==> src/rtl/fpu_pkg.sv <==
// rtl/fpu_pkg.sv - shared FP multiplier constants, defaults and exception-flag layout
package fpu_pkg;

  localparam int EW_DEF = 8;
  localparam int SW_DEF = 23;
  localparam int BIAS   = (1 << (EW_DEF - 1)) - 1;

  localparam logic [31:0] QNAN = 32'h7FC0_0000;

  localparam int FLG_INEXACT   = 0;
  localparam int FLG_UNDERFLOW = 1;
  localparam int FLG_OVERFLOW  = 2;
  localparam int FLG_INVALID   = 3;

  typedef struct packed {
    logic invalid;
    logic overflow;
    logic underflow;
    logic inexact;
  } fpu_flags_t;

endpackage

==> src/rtl/rne_round.sv <==
// rtl/rne_round.sv - combinational round-to-nearest-even of a stored fraction
module rne_round #(
  parameter int SW = 23
) (
  input  logic [SW-1:0] i_frac,
  input  logic          i_g,
  input  logic          i_st,
  output logic [SW-1:0] o_frac,
  output logic          o_carry,
  output logic          o_inexact
);

  logic          w_inc;
  logic [SW:0]   w_sum;

  // Round up when above half, or exactly half with an odd LSB; a carry out
  // leaves the low bits at zero, which is the renormalised fraction.
  assign w_inc     = i_g & (i_st | i_frac[0]);
  assign w_sum     = {1'b0, i_frac} + {{SW{1'b0}}, w_inc};
  assign o_frac    = w_sum[SW-1:0];
  assign o_carry   = w_sum[SW];
  assign o_inexact = i_g | i_st;

endmodule

==> src/rtl/fpu_mult_norm_round.sv <==
// rtl/fpu_mult_norm_round.sv - FP multiply normalise/round/pack, elastic 2-stage pipeline
module fpu_mult_norm_round
  import fpu_pkg::*;
#(
  parameter int EW = EW_DEF,
  parameter int SW = SW_DEF
) (
  input  logic                     clk,
  input  logic                     rst,
  input  logic                     in_valid,
  output logic                     in_ready,
  input  logic                     in_sign,
  input  logic signed [EW+1:0]     in_exp,
  input  logic [2*(SW+1)-1:0]      in_prod,
  input  logic                     in_zero,
  input  logic                     in_inf,
  input  logic                     in_nan,
  output logic                     out_valid,
  input  logic                     out_ready,
  output logic [EW+SW:0]           out_result,
  output logic                     out_overflow,
  output logic                     out_underflow,
  output logic                     out_invalid,
  output logic                     out_inexact
);

  localparam int W  = EW + SW + 1;
  localparam int PW = 2 * (SW + 1);
  localparam int XW = EW + 2;
  localparam logic signed [XW-1:0] EMAX = XW'((1 << EW) - 1);
  localparam logic [W-1:0] W_QNAN = {1'b0, {EW{1'b1}}, 1'b1, {(SW-1){1'b0}}};

  // handshake
  logic w_s1_adv;
  logic w_s2_adv;

  // stage 1 (normalised) registers
  logic                 r1_valid;
  logic                 r1_sign;
  logic signed [XW-1:0] r1_exp;
  logic [SW-1:0]        r1_frac;
  logic                 r1_g;
  logic                 r1_st;
  logic                 r1_zero;
  logic                 r1_inf;
  logic                 r1_nan;

  // stage 2 (output) registers
  logic                 r_out_valid;
  logic [W-1:0]         r_result;
  fpu_flags_t           r_flags;

  // normalisation wires
  logic                 w_pov;
  logic [SW-1:0]        w1_frac;
  logic                 w1_g;
  logic                 w1_st;
  logic signed [XW-1:0] w1_exp;

  // rounding / pack wires
  logic [SW-1:0]        w_frac_r;
  logic                 w_carry;
  logic                 w_rnd_inexact;
  logic signed [XW-1:0] w_exp_r;
  logic                 w_ovf_hit;
  logic                 w_unf_hit;
  logic [W-1:0]         w_result;
  fpu_flags_t           w_flags;

  assign w_s2_adv = !r_out_valid | out_ready;
  assign w_s1_adv = !r1_valid | w_s2_adv;
  assign in_ready = w_s1_adv;

  // Product has two integer bits; shift by one when the overflow bit is set.
  assign w_pov   = in_prod[PW-1];
  assign w1_frac = w_pov ? in_prod[PW-2:SW+1] : in_prod[PW-3:SW];
  assign w1_g    = w_pov ? in_prod[SW] : in_prod[SW-1];
  assign w1_st   = w_pov ? |in_prod[SW-1:0] : |in_prod[SW-2:0];
  assign w1_exp  = in_exp + $signed({{(XW-1){1'b0}}, w_pov});

  rne_round #(.SW(SW)) u_rne (
    .i_frac   (r1_frac),
    .i_g      (r1_g),
    .i_st     (r1_st),
    .o_frac   (w_frac_r),
    .o_carry  (w_carry),
    .o_inexact(w_rnd_inexact)
  );

  assign w_exp_r   = r1_exp + $signed({{(XW-1){1'b0}}, w_carry});
  assign w_ovf_hit = (w_exp_r >= EMAX);
  assign w_unf_hit = r1_exp[XW-1] | (r1_exp == '0);

  // Special-case / range priority mux producing the packed word and flags.
  always_comb begin
    w_result         = {r1_sign, w_exp_r[EW-1:0], w_frac_r};
    w_flags          = '0;
    w_flags.inexact  = w_rnd_inexact;
    if (r1_nan) begin
      w_result        = W_QNAN;
      w_flags         = '0;
      w_flags.invalid = 1'b1;
    end else if (r1_inf) begin
      w_result = {r1_sign, {EW{1'b1}}, {SW{1'b0}}};
      w_flags  = '0;
    end else if (r1_zero) begin
      w_result = {r1_sign, {(W-1){1'b0}}};
      w_flags  = '0;
    end else if (w_ovf_hit) begin
      w_result         = {r1_sign, {EW{1'b1}}, {SW{1'b0}}};
      w_flags          = '0;
      w_flags.overflow = 1'b1;
      w_flags.inexact  = 1'b1;
    end else if (w_unf_hit) begin
      w_result          = {r1_sign, {(W-1){1'b0}}};
      w_flags           = '0;
      w_flags.underflow = 1'b1;
      w_flags.inexact   = 1'b1;
    end
  end

  // Stage 1: capture the normalised operand set when the slot frees up.
  always_ff @(posedge clk or posedge rst) begin
    if (rst) begin
      r1_valid <= 1'b0;
      r1_sign  <= 1'b0;
      r1_exp   <= '0;
      r1_frac  <= '0;
      r1_g     <= 1'b0;
      r1_st    <= 1'b0;
      r1_zero  <= 1'b0;
      r1_inf   <= 1'b0;
      r1_nan   <= 1'b0;
    end else if (w_s1_adv) begin
      r1_valid <= in_valid;
      if (in_valid) begin
        r1_sign <= in_sign;
        r1_exp  <= w1_exp;
        r1_frac <= w1_frac;
        r1_g    <= w1_g;
        r1_st   <= w1_st;
        r1_zero <= in_zero;
        r1_inf  <= in_inf;
        r1_nan  <= in_nan;
      end
    end
  end

  // Stage 2: register the packed result; held while downstream stalls.
  always_ff @(posedge clk or posedge rst) begin
    if (rst) begin
      r_out_valid <= 1'b0;
      r_result    <= '0;
      r_flags     <= '0;
    end else if (w_s2_adv) begin
      r_out_valid <= r1_valid;
      if (r1_valid) begin
        r_result <= w_result;
        r_flags  <= w_flags;
      end
    end
  end

  assign out_valid     = r_out_valid;
  assign out_result    = r_result;
  assign out_overflow  = r_flags.overflow;
  assign out_underflow = r_flags.underflow;
  assign out_invalid   = r_flags.invalid;
  assign out_inexact   = r_flags.inexact;

endmodule

==> config.mk <==
export PLATFORM = sky130hd
export DESIGN_NAME = fpu_mult_norm_round
export DESIGN_NICKNAME = d
export VERILOG_FILES = /design/src/rtl/fpu_pkg.sv /design/src/rtl/rne_round.sv /design/src/rtl/fpu_mult_norm_round.sv
export SDC_FILE = /design/constraint.sdc
export NUM_CORES = 1
export LEC_CHECK = 0
export CORE_MARGIN = 2
export CORE_UTILIZATION = 45
export DETAILED_ROUTE_END_ITERATION = 12
export DONT_BUFFER_PORTS = 1
export SLEW_MARGIN = 20
export SYNTH_ARGS = -nofsm -noshare
export SYNTH_HDL_FRONTEND = slang
export SYNTH_SLANG_ARGS = --single-unit
export TNS_END_PERCENT = 50
==> constraint.sdc <==
create_clock -name clk -period 6.85 [get_ports clk]
set_input_delay 0.685 -clock clk [delete_from_list [all_inputs] [get_ports clk]]
set_output_delay 0.685 -clock clk [all_outputs]
set_load 0.005 [all_outputs]
==> run_results.csv, run 1 <==
group,metric,value,unit
global_route,grt_max_degree,78,
sta,tightest_slew,1.01,ns
sta,slew_headroom,0.322,
layout,layout-drive-gt1-share,0.148,
synth,synth_warnings,0,
power_and_ir_drop,ir_drop,0.000115,V
synth,synth-main-ff-cell,"dfrtp_1",
global_route,grt_pass1_wl,14300,µm
run,cap_violations,0,
layout,final_util,0.499,
floorplan,fp.dieArea,0.00988,mm²
layout,diodes,0,
floorplan,initial_core_util,0.467,
worst_setup_path,arrival,4.03,ns
placement,hpwl,6500,µm
power_and_ir_drop,power.internal,833,µW
global_route,grt_pass1_vias,2858,
worst_setup_path,cp.required,7.05,ns
power_and_ir_drop,p_leak,0.00186,µW
global_route,gr-total-overflow,0,
power_and_ir_drop,seqPwrFrac,0.507,
min_path,hp-class,"in2reg",
cts,clock_latency,0.35,ns
synth,async_reset_ff_frac,1.00,
worst_setup_path,start_kind,"flip-flop",
worst_setup_path,slowest_delay,0.77,ns
synth,netlist_area,0.00410,mm²
cts,post_cts_resized,0,
routing,via_per_inst,5.62,
sta,tns,0,ns
floorplan,fp-row-count,34,
worst_setup_path,critPathBufInv,0,
floorplan,ioPinCount,104,
worst_setup_path,crit_type,"reg2reg",
synth,syn-num-nets,480,
sta,period_minus_slack,3.84,ns
sta,min_period_over_period,0.560,
sta,setup_viol,0,
cts,cts_max_level,3,
layout,mostFrequentLayoutCells,"77 x dfrtp_1, 75 x nand2_1, 36 x o21ai_0",
worst_setup_path,r2r_setup_slack,3.01,ns
routing,routed-via-count,2881,
routing,drc,0,
floorplan,fp.dieH,99.4,µm
cts,cts_sinks,77,
cts,clkTransAtPathRegs,0.08,ns
layout,final_area,0.00438,mm²
floorplan,core,0.00876,mm²
sta,final_hold_viol_count,0,
cts,numCtsBuffers,9,
layout,nFillCells,829,
worst_setup_path,worstSetupEndpointType,"flip-flop",
worst_setup_path,cp_top_family,"compound AO/OA/AOI/OAI gates",
sta,clock_skew,0.00639,ns
global_route,antenna_found_initial,0,
sta,timing.fmax,0.261,GHz
worst_setup_path,critPathMostFrequentCell,"ha_1",
synth,synthCells,408,
global_route,grt_usage,0.184,
outcome,status,"finished, final reports clean",
floorplan,die_w,99.4,µm
cts,cts_buffer_depth,2,
routing,drt-total-wl,8650,µm
synth,synth_edf_count,0,
layout,layout_commonest_cell,"dfrtp_1",
worst_setup_path,crit_fanout,22,
cts,cts_setup_buffers,0,
synth,synth_seq_cells,77,
power_and_ir_drop,p_sw,329,µW
sta,rsz0062_at_grt,"false",
synth,yosysSeqAreaShare,0.471,
cts,cts_root_buffer,"clkbuf_8",
routing,routedWlPerCell,16.9,µm
synth,synth_area_per_cell,10.0,µm²
sta,final_max_slew_viol_count,0,
power_and_ir_drop,combPwrFrac,0.147,
placement,placed_area,0.00413,mm²
layout,instances_no_fill,513,
layout,fin_nets,472,
routing,drt_iter0_markers,108,
routing,ant_nets,0,
cts,cts_tree,"done",
placement,placed_cells,497,
synth,synth_cell_types,44,
routing,firstDrtPassIters,4,
worst_setup_path,slowest_stage,"o211ai_4",
power_and_ir_drop,power_density,266,mW/mm²
worst_setup_path,cp_cell_sequence,"o21a_1, ha_1, nand3_1, nor4_1, nand2_1, nor2_1, ha_1, ha_1, xnor2_1, nor4_1, o21ai_1, o211ai_4, o21ai_0",
power_and_ir_drop,switching_share,0.283,
placement,port_buffers,0,
layout,syn_to_final_growth,6.87,%
power_and_ir_drop,power.total,1160,µW
cts,cts_hold_buf,0,
power_and_ir_drop,pwr-share-clk,0.346,
placement,gp_congestion,0.855,
[power by group through the flow]
stage          clock [µW]  sequential [µW]  combinational (µW)
6_report              403              589                 171
5_1_grt               440              600                 196
4_1_cts               414              589                 173
3_5_place_dp            0              598                 172
3_3_place_gp            0              596                 169
2_1_floorplan           0              572                 153
[per-stage QoR]
step | worst slack [ns] | hold slack (ns)
after floorplan | 3.86 | 0.463
after global placement | 3.07 | 0.484
after detailed placement | 2.95 | 0.487
after CTS | 2.95 | 0.439
after global routing | 2.47 | 0.444
final | 3.01 | 0.448
[Yosys cell counts, drive strengths merged, types with 5 or more instances]
cell | number | area share
inv | 7 | 0.0064
o221a | 8 | 0.022
ha | 6 | 0.018
nor4 | 11 | 0.020
and3 | 6 | 0.0092
buf | 8 | 0.015
and4 | 5 | 0.011
dfrtp | 77 | 0.47
clkbuf | 12 | 0.011
nand3 | 16 | 0.020
mux2i | 24 | 0.059
nand4 | 7 | 0.011
o21ai | 59 | 0.091
xnor2 | 13 | 0.028
nor2 | 15 | 0.014
nand2 | 76 | 0.070
mux2 | 6 | 0.016
xor2 | 22 | 0.047
[metal layers]
layer,vias up,global-route usage,wire length [µm]
li1,1435,-,-
met1,1337,0.269,4210
met2,100,0.256,3630
met3,9,0.0618,690
met4,0,0.0632,112
met5,-,0,0
[flip-flops by register name, summed over array words and instances (netlist names)]
signal         flops
out_inexact        1
out_invalid        1
out_overflow       1
out_result        32
out_underflow      1
out_valid          1
r1_exp            10
r1_frac           23
r1_g               1
r1_inf             1
r1_nan             1
r1_sign            1
r1_st              1
r1_valid           1
r1_zero            1
[worst reg2reg max path, stage by stage, from the launching register on]
cell	delay, ns
dfrtp_1	0.38
o21a_1	0.14
ha_1	0.20
nand3_1	0.10
nor4_1	0.55
nand2_1	0.16
nor2_1	0.15
ha_1	0.21
ha_1	0.22
xnor2_1	0.11
nor4_1	0.28
o21ai_1	0.21
o211ai_4	0.77
o21ai_0	0.20
[cells by family after synthesis]
logic type      synth area share
buf+inv                   0.0324
flops                      0.471
fa+ha+maj                 0.0183
compound gates             0.151
simple gates               0.178
mux                       0.0752
xor+xnor                  0.0749
[final cells by class]
type	instances	area, µm²	area share
repair buffers	1	7.51	0.00172
well taps	108	135	0.0309
flip-flops and latches	77	1930	0.440
inverters	7	26.3	0.00600
clock inverters	7	114	0.0260
clock buffers	9	124	0.0283
multi-input cells	304	2040	0.467
[final timing paths]
check / startpoint / endpoint / cells past startpoint
max: r1_frac[0] / out_result[16] / 13
min in group asynchronous: rst / out_result[7] / 2
max reg2reg: r1_frac[0] / out_result[16] / 13
min: in_valid / r1_valid / 1
min reg2reg: out_result[31] / out_result[31] / 2
max in group asynchronous: rst / out_result[3] / 2
(Power assumes the default switching activity.)
==> run 2, diff against run 1 <==
==> constraint.sdc (replaced) <==
create_clock -name clk -period 3.62 [get_ports clk]
set_input_delay 0.362 -clock clk [delete_from_list [all_inputs] [get_ports clk]]
set_output_delay 0.362 -clock clk [all_outputs]
set_load 0.005 [all_outputs]
==> run 2 against run 1 <==
Net effect: worst hold slack got worse by 0.32 ns; flip-flop and latch count unchanged; largest cell class unchanged; setup slack got worse by 2.7 ns; largest power group unchanged.
==> run_results.csv, run 2 (synthesis gave the netlist of run 1 again) <==
group,metric,value,unit
global_route,grt_max_degree,50,
cts,cts_buffer_depth,2,
sta,final_max_slew_viol_count,0,
floorplan,fp-row-count,34,
layout,fin_nets,478,
layout,syn_to_final_growth,6.14,%
routing,drc,0,
layout,layout-drive-gt1-share,0.152,
cts,cts_root_buffer,"clkbuf_8",
routing,firstDrtPassIters,4,
floorplan,fp.dieArea,0.00988,mm²
placement,gp_congestion,0.881,
worst_setup_path,worstSetupEndpointType,"flip-flop",
cts,cts_sinks,77,
global_route,grt_pass1_vias,2863,
cts,clkTransAtPathRegs,0.07,ns
placement,port_buffers,0,
sta,period_minus_slack,3.26,ns
power_and_ir_drop,power_density,453,mW/mm²
worst_setup_path,crit_fanout,6,
global_route,grt_pass1_wl,14400,µm
sta,tns,0,ns
floorplan,die_w,99.4,µm
global_route,grt_usage,0.184,
layout,multi_input_area,0.00204,mm²
min_path,hp-class,"in2reg",
global_route,antenna_found_initial,0,
sta,slew_headroom,0.447,
global_route,gr-total-overflow,0,
sta,setup_viol,0,
power_and_ir_drop,p_leak,0.00184,µW
cts,cts_setup_buffers,0,
worst_setup_path,start_kind,"flip-flop",
routing,ant_nets,0,
sta,final_hold_viol_count,0,
sta,rsz0062_at_grt,"false",
power_and_ir_drop,power.total,1970,µW
power_and_ir_drop,ir_drop,0.000220,V
cts,clock_latency,0.34,ns
layout,final-seq-area,0.00193,mm²
cts,numCtsBuffers,9,
cts,cts_max_level,3,
floorplan,initial_core_util,0.467,
layout,diodes,0,
sta,clock_skew,0.00706,ns
layout,largest_reg_flops,32,
routing,drt_iter0_markers,140,
routing,drt-total-wl,8750,µm
worst_setup_path,crit_type,"reg2reg",
floorplan,core,0.00876,mm²
worst_setup_path,cp.required,3.85,ns
placement,hpwl,6670,µm
layout,layout_commonest_cell,"dfrtp_1",
run,cap_violations,0,
routing,via_per_inst,5.57,
floorplan,ioPinCount,104,
sta,timing.fmax,0.307,GHz
sta,tightest_slew,0.822,ns
outcome,status,"finished, final reports clean",
routing,routed-via-count,2880,
floorplan,fp.dieH,99.4,µm
worst_setup_path,arrival,3.49,ns
sta,min_period_over_period,0.901,
cts,cts_tree,"done",
layout,nFillCells,836,
routing,routedWlPerCell,16.9,µm
layout,mostFrequentLayoutCells,"77 x dfrtp_1, 75 x nand2_1, 36 x o21ai_0",
[run 2: changes by cell type in the layout (fill, tap and decap cells not counted), sizes merged]
cell / previous run / this run
clkinv: 4 / 3
dlygate4sd3: 0 / 1
bufinv: 3 / 0
buf: 1 / 6
clkbuf: 9 / 11
[run 2: routing by layer]
metal	GRT usage	vias to the layer above	wire [µm]
met3	0.0443	8	603
met1	0.273	1337	4410
met4	0.0706	0	118
met5	0	-	0
met2	0.260	89	3620
li1	-	1446	-
[run 2: path summary, 6_finish.rpt]
kind | from | end | slack [ns] | depth (start not counted)
worst min-delay path | in_valid | r1_valid | 0.13 | 1
worst max register to register | r1_g | out_result[21] | 0.36 | 14
max in group asynchronous | rst | out_result[21] | 2.05 | 3
worst min register to register | out_result[31] | out_result[31] | 0.51 | 2
min in group asynchronous | rst | out_result[14] | 0.54 | 2
worst max-delay path | r1_g | out_result[21] | 0.36 | 14
[run 2: area by class of cell]
class                      instances  area share
multi-input combinational        304       0.470
sequential                        77       0.443
inverter                           7     0.00604
clock inverter                     3     0.00345
clock buffer                      11      0.0302
timing repair buffer               7      0.0155
tap                              108      0.0311
[run 2: critical path, cell delays in order (launching register included)]
cell and delay (ns):
dfrtp_1 0.37, o21a_1 0.13, ha_1 0.20, nand3_1 0.12
nor4_2 0.38, nand2_1 0.13, nor2_1 0.13, ha_1 0.21
ha_1 0.22, xnor2_1 0.10, nor4_1 0.28, o21ai_1 0.22
o211ai_4 0.35, buf_4 0.22, o21ai_2 0.06
[run 2: what timing repair did]
action                                 4_1_cts  5_1_grt
gates resized for setup                      0        1
endpoints found under the hold margin       28        0
hold buffers                                 1        0
setup endpoints to repair                    0       18
[run 2: report_power, final]
| part | switching [µW] | leakage, µW | internal (µW) | total [µW] |
|---|---|---|---|---|
| Combinational | 176 | 0.000803 | 151 | 327 |
| Clock | 286 | 0.0000788 | 238 | 524 |
| Sequential | 143 | 0.000960 | 976 | 1120 |
| Total | 604 | 0.00184 | 1360 | 1970 |
[run 2: through the flow]
step / util / std cells / cell area [µm²] / worst slack, ns / hold slack (ns)
detailed placement: 0.477 / 502 / 4180 / 0.179 / 0.343
global placement: 0.477 / 502 / 4180 / 0.377 / 0.340
CTS: 0.495 / 517 / 4340 / 0.184 / 0.118
floorplan: - / 408 / 4100 / 0.629 / 0.463
finish: 0.496 / 517 / 4350 / 0.360 / 0.130
global route: 0.496 / 517 / 4350 / 0.0761 / 0.129
